$ cat config.mk
export PLATFORM = sky130hd
export DESIGN_NAME = mcd212_dram_arbiter
export DESIGN_NICKNAME = d
export VERILOG_FILES = /design/src/rtl/mcd212_dram_arbiter.sv
export SDC_FILE = /design/constraint.sdc
export NUM_CORES = 1
export LEC_CHECK = 0
export CELL_PAD_IN_SITES_DETAIL_PLACEMENT = 0
export CELL_PAD_IN_SITES_GLOBAL_PLACEMENT = 1
export CORE_AREA = 2 2 118 120
export CTS_BUF_LIST = sky130_fd_sc_hd__clkbuf_4 sky130_fd_sc_hd__clkbuf_8
export CTS_CLUSTER_SIZE = 40
export DETAILED_ROUTE_END_ITERATION = 12
export DIE_AREA = 0 0 120 122
export GPL_TIMING_DRIVEN = 0
export HOLD_SLACK_MARGIN = 0.06
export PLACE_DENSITY = 0.85
export SLEW_MARGIN = 10
export SYNTH_ARGS = -nofsm -noshare
export SYNTH_HDL_FRONTEND = slang
export SYNTH_SLANG_ARGS = --single-unit
$ cat constraint.sdc
create_clock -name clk -period 3.2 [get_ports clk]
set_input_delay 0.48 -clock clk [delete_from_list [all_inputs] [get_ports clk]]
set_output_delay 0.48 -clock clk [all_outputs]
set_load 0.1 [all_outputs]
$ cat src/rtl/mcd212_dram_arbiter.sv
// MCD212 DRAM port arbiter: shares one memory-controller port between the CPU bus,
// two video fetch channels and refresh, one access at a time.
module mcd212_dram_arbiter #(
  parameter int REFRESH_INTERVAL = 780,
  parameter int REFRESH_MAX_PEND = 8,
  parameter int REFRESH_URGENT   = 4
) (
  input  logic        clk,
  input  logic        reset_n,
  input  logic        display_active,
  input  logic        cpu_req,
  input  logic        cpu_we,
  input  logic [21:1] cpu_addr,
  input  logic [1:0]  cpu_be,
  input  logic [15:0] cpu_wdata,
  output logic [15:0] cpu_rdata,
  output logic        cpu_ack,
  input  logic        vid1_req,
  input  logic [21:1] vid1_addr,
  input  logic        vid2_req,
  input  logic [21:1] vid2_addr,
  output logic [15:0] vid_rdata,
  output logic        vid1_ack,
  output logic        vid2_ack,
  output logic        mem_req,
  output logic        mem_refresh,
  output logic        mem_we,
  output logic [21:1] mem_addr,
  output logic [1:0]  mem_be,
  output logic [15:0] mem_wdata,
  input  logic [15:0] mem_rdata,
  input  logic        mem_ack
);
  localparam int TW = $clog2(REFRESH_INTERVAL + 1);
  localparam int PW = $clog2(REFRESH_MAX_PEND + 1);

  typedef enum logic [1:0] {IDLE, ACCESS, REFRESH, DONE} state_t;
  typedef enum logic [1:0] {OWN_CPU, OWN_VID1, OWN_VID2, OWN_REF} owner_t;

  state_t        state, state_next;
  owner_t        owner, owner_next;
  logic [TW-1:0] timer;
  logic [PW-1:0] pending;
  logic          rr_vid2;
  logic          tick, refresh_done, urgent, vid_any, vid_pick2, grant;

  assign tick         = (timer == TW'(REFRESH_INTERVAL - 1));
  assign refresh_done = (state == REFRESH) && mem_ack;
  assign urgent       = (pending >= PW'(REFRESH_URGENT));
  assign vid_any      = vid1_req | vid2_req;
  // CH2 wins only if CH1 is idle or the round-robin pointer favours CH2
  assign vid_pick2    = vid2_req & (~vid1_req | rr_vid2);
  assign grant        = (state == IDLE) && (state_next == ACCESS);

  assign mem_req     = (state == ACCESS);
  assign mem_refresh = (state == REFRESH);
  assign cpu_ack     = (state == DONE) && (owner == OWN_CPU);
  assign vid1_ack    = (state == DONE) && (owner == OWN_VID1);
  assign vid2_ack    = (state == DONE) && (owner == OWN_VID2);

  always_ff @(posedge clk or negedge reset_n) begin
    if (!reset_n) begin
      state <= IDLE;
      owner <= OWN_CPU;
    end else begin
      state <= state_next;
      owner <= owner_next;
    end
  end

  always_comb begin
    state_next = state;
    owner_next = owner;
    case (state)
      IDLE: begin
        if (urgent) begin
          state_next = REFRESH;
          owner_next = OWN_REF;
        end else if (display_active && vid_any) begin
          state_next = ACCESS;
          owner_next = vid_pick2 ? OWN_VID2 : OWN_VID1;
        end else if (cpu_req) begin
          state_next = ACCESS;
          owner_next = OWN_CPU;
        end else if (vid_any) begin
          state_next = ACCESS;
          owner_next = vid_pick2 ? OWN_VID2 : OWN_VID1;
        end else if (pending != '0) begin
          state_next = REFRESH;
          owner_next = OWN_REF;
        end
      end
      ACCESS, REFRESH: if (mem_ack) state_next = DONE;
      DONE:            state_next = IDLE;
      default:         state_next = IDLE;
    endcase
  end

  always_ff @(posedge clk or negedge reset_n) begin
    if (!reset_n) begin
      mem_we    <= 1'b0;
      mem_addr  <= '0;
      mem_be    <= '0;
      mem_wdata <= '0;
      cpu_rdata <= '0;
      vid_rdata <= '0;
      rr_vid2   <= 1'b0;
    end else begin
      if (grant) begin
        case (owner_next)
          OWN_CPU: begin
            mem_we    <= cpu_we;
            mem_addr  <= cpu_addr;
            mem_be    <= cpu_be;
            mem_wdata <= cpu_wdata;
          end
          OWN_VID1, OWN_VID2: begin
            mem_we    <= 1'b0;
            mem_addr  <= (owner_next == OWN_VID2) ? vid2_addr : vid1_addr;
            mem_be    <= 2'b11;
            mem_wdata <= '0;
            rr_vid2   <= (owner_next == OWN_VID1);
          end
          default: ;
        endcase
      end else if ((state == IDLE) && (state_next == REFRESH)) begin
        mem_we    <= 1'b0;
        mem_addr  <= '0;
        mem_be    <= '0;
        mem_wdata <= '0;
      end
      // Writes hand back zero so the owner never sees stale bus data
      if ((state == ACCESS) && mem_ack) begin
        if (owner == OWN_CPU) cpu_rdata <= mem_we ? 16'h0000 : mem_rdata;
        else                  vid_rdata <= mem_rdata;
      end
    end
  end

  always_ff @(posedge clk or negedge reset_n) begin
    if (!reset_n) begin
      timer   <= '0;
      pending <= '0;
    end else begin
      timer <= tick ? '0 : timer + TW'(1);
      if (tick && !refresh_done) begin
        if (pending != PW'(REFRESH_MAX_PEND)) pending <= pending + PW'(1);
      end else if (!tick && refresh_done && (pending != '0)) begin
        pending <= pending - PW'(1);
      end
    end
  end
endmodule
==> flow_metrics.env <==
export IMPL_seqCellArea_um2=2280
export IMPL_dp_final_hpwl_um=9150
export IMPL_drt_first_pass_iters=4
export IMPL_number_of_synthesized_flops_with_an_enable_pin=0
export IMPL_synth_adder_area_share_pct=3.66
export IMPL_fraction_of_the_mapped_netlist_area_in_simple_logic_gates_pct=11.7
export IMPL_initial_core_util_pct=31.9
export IMPL_detail_route_antenna_nets=0
export IMPL_count_of_mapped_cells_out_of_synthesis=384
export IMPL_core_rowCount=43
export IMPL_post_route_cell_area_um2=6580
export IMPL_yosys_mux_area_fraction_pct=10.1
export IMPL_outcome="complete, no violations"
export IMPL_grt_overflow=0
export IMPL_path_class="reg -> reg"
export IMPL_rr_endpoint="mem_addr[12]$_DFFE_PN0P_"
export IMPL_syn_to_final_growth_pct=52.8
export IMPL_final_cell_mix="clkdlybuf4s50_1, dfrtp_1, nand2_1, o21ai_0, o2bb2ai_1"
export IMPL_timing_final_hold_violations=0
export IMPL_htree_num_levels=3
export IMPL_worst_hold_path_class="in -> async"
export IMPL_clock_insertion_delay_worst_skew_ns=0.37
export IMPL_critical_path_slowest_cell="buf_1"
export IMPL_drive_gt1_share_pct=8.61
export IMPL_power_density_nw_per_um2=1050
export IMPL_path_clk_slew_ns=0.10
export IMPL_post_synth_instance_area_um2=4300
export IMPL_antennaDiodeCount=0
export IMPL_async_reset_ff_share_pct=100
export IMPL_numCtsBuffers=9
export IMPL_irDropWorstVdd_v=0.000359
export IMPL_netSwitchingFraction_pct=56.8
export IMPL_setup_viol=0
export IMPL_area_of_the_core_region_um2=13500
export IMPL_pin_count_of_the_biggest_net_entering_global_routing=50
export IMPL_die_area_um2=14600
export IMPL_ctsLongestPathBuffers=2
export IMPL_post_synth_xor_area_fraction_pct=2.44
export IMPL_crit_path_max_fanout=10
export IMPL_grt_use_total_pct=16.6
export IMPL_slowest_delay_ns=0.59
export IMPL_cell_at_the_root_of_the_clock_tree="clkbuf_8"
export IMPL_drc=0
export IMPL_area_post_placement_um2=6360
export IMPL_clock_sinks=91
export IMPL_detail_route_wl_per_cell_um=15.6
export IMPL_initial_antenna_violation_count=0
export IMPL_nNetsFinal=693
export IMPL_worst_hold_slack_ns=0.117
export IMPL_topRoutingLayerUsed="met4"
export IMPL_top_level_ports=182
export IMPL_worst_slew_pin_slew_ns=1.02
export IMPL_critical_path_cell_chain="inv_1 > ha_1 > nand2_1 > o22ai_1 > ha_1 > clkbuf_1 > buf_1 > mux2i_1 > nand2_1 > o21ai_0 > o2bb2ai_1"
export IMPL_wirelength_um=11900
export IMPL_buffer_ports_inserted=181
export IMPL_final_common_cell="clkdlybuf4s50_1"
export IMPL_final_setup_skew_ns=0.0159
export IMPL_finalWeightedCongestion=0.777
export IMPL_regToRegSetupSlack_ns=0.30
export IMPL_power_total_mw=6.91
export IMPL_post_route_period_util_pct=90.6
export IMPL_synth_cell_types=45
export IMPL_detailroute_wirelength_met2_um=5590
export IMPL_timing_max_transition_violations_final=0
export IMPL_clock_network_fraction_of_design_power_pct=11.5
export IMPL_startpoint="state[1]$_DFF_PN0_"
export IMPL_yosys_register_bits=91
export IMPL_critPathCaptureType="flip-flop"
export IMPL_synth_yosys_seq_area_share_pct=52.9
export IMPL_dr_wl_met3_um=904
export IMPL_power_leakage_nw=2.72
export IMPL_yosys_synthesis_warning_count=0
export IMPL_power_frac_seq_pct=24.8
export IMPL_avgViaCountPerCell=4.79
export IMPL_part_of_the_power_in_combinational_logic_pct=63.7
export IMPL_synth_main_ff_cell="dfrtp_1"
export IMPL_synth_net_count=501
export IMPL_grt_pass1_vias=3795
export IMPL_fmax_ghz=0.345
export IMPL_multi_input_area_um2=1910
export IMPL_routed_via_count=3642
export IMPL_worstReg2RegStart="state[1]$_DFF_PN0_"
export IMPL_grt_first_pass_wirelength_um=19400
export IMPL_p_sw_mw=3.93
export IMPL_cts_tree="done"
export IMPL_crit_path_start_kind="flip-flop"
export IMPL_remaining_max_slew_budget_at_the_tightest_pin_pct=31.5
export IMPL_die_w_um=120
export IMPL_drt_iter0_drc=155
export IMPL_fin_crit_ns=2.90
export IMPL_combinational_family_with_the_most_area_after_synthesis="compound AO/OA/AOI/OAI gates"
export IMPL_cp_data_arrival_time_ns=3.15
export IMPL_layout_filler_cells=1252
export IMPL_routed_length_on_met1_um=5210
export IMPL_synth_compound_area_share_pct=16.4
export IMPL_die_h_um=122
export IMPL_grt_setup_unrepaired="no"
export IMPL_r2r_worst_path_depth=11
export IMPL_cell_internal_power_mw=2.98
export IMPL_cts_post_setup_buffers_inserted=0
export IMPL_syn_area_per_cell_um2=11.2
export IMPL_required_ns=3.45
export IMPL_max_cap_violations=0
[metal layers]
layer  track usage, %  vias to the layer above
li1                 -                     1765
met1             20.3                     1715
met2             28.5                      148
met3             4.96                       14
met4             5.00                        0
met5                0                        -
[critical path, delay by kind of cell, from the launching register on]
family | cells | cell delay, ns
buffers and inverters | 3 | 0.90
muxes | 1 | 0.26
adders and majority gates | 2 | 0.52
AOI/OAI and AO/OA | 3 | 0.45
and+or+nand+nor | 2 | 0.23
DFF | 1 | 0.44
[flip-flops by register name (all words and copies together) (netlist names)]
register   flops
mem_wdata     16
cpu_rdata     16
mem_be         2
mem_we         1
mem_addr      21
state          2
owner          2
vid_rdata     16
rr_vid2        1
pending        4
timer         10
[final cells by class]
cell class,instances,area share [%]
Clock buffer,9,1.88
Clock inverter,7,1.20
Inverter,8,0.457
Multi-Input combinational cell,265,29.1
Tap cell,180,3.42
Buffer,19,1.37
Sequential cell,91,34.6
Timing Repair Buffer,182,27.9
[timing repair]
action | CTS | global route
setup endpoints to repair | 8 | 40
resized for setup | 2 | 4
cloned | 0 | 0
endpoints found under the hold margin | 0 | 0
hold buffers | 0 | 0
[cell families (layout without fill, tap and decap cells)]
family | count (synthesis) | count (layout)
AND/OR/NAND/NOR | 101 | 101
AO/OA/AOI/OAI | 99 | 99
flip-flops | 91 | 91
multiplexers | 41 | 41
buffers and inverters | 28 | 225
adder cells (fa/ha/maj) | 12 | 12
XOR/XNOR | 12 | 12
[cells in the mapped netlist (all sizes together) (9+ instances only)]
library cell | count | area (um2)
nor2 | 13 | 48.8
o2bb2ai | 23 | 201
mux2 | 19 | 214
o21ai | 40 | 200
a22o | 17 | 149
nand2b | 17 | 106
dfrtp | 91 | 2280
nand2 | 44 | 165
clkbuf | 13 | 48.8
mux2i | 22 | 220
xnor2 | 9 | 78.8
ha | 11 | 138
[power by group through the flow]
stage	Combinational (mW)	Clock [mW]	Sequential, mW
after floorplan	1.25	0	3.73
after global placement	4.36	0	1.73
after detailed placement	4.42	0	1.73
after CTS	4.43	0.833	1.72
after global routing	4.66	0.882	1.76
final	4.40	0.796	1.71
[worst max path at each step]
stage	slack, ns	to	cells past startpoint
2_1_floorplan	0.41	pending[3]$_DFFE_PN0P_	11
3_3_place_gp	-1.71	mem_addr[9]$_DFFE_PN0P_	1
3_5_place_dp	-0.41	mem_addr[16]$_DFFE_PN0P_	10
4_1_cts	0.08	mem_wdata[14]$_DFFE_PN0P_	10
5_1_grt	0.04	mem_addr[12]$_DFFE_PN0P_	11
6_report	0.30	mem_addr[12]$_DFFE_PN0P_	11
[through the flow]
step | setup TNS, ns | worst slack, ns | std cells | util, %
final | 0 | 0.302 | 761 | 48.7
after floorplan | 0 | 0.405 | 384 | -
after detailed placement | -12.54 | -0.413 | 746 | 47.1
after global placement | -165.59 | -1.71 | 745 | 46.9
after CTS | 0 | 0.0768 | 762 | 48.7
after global routing | 0 | 0.0385 | 761 | 48.7
Note: power is estimated with default switching activity, not from simulation.
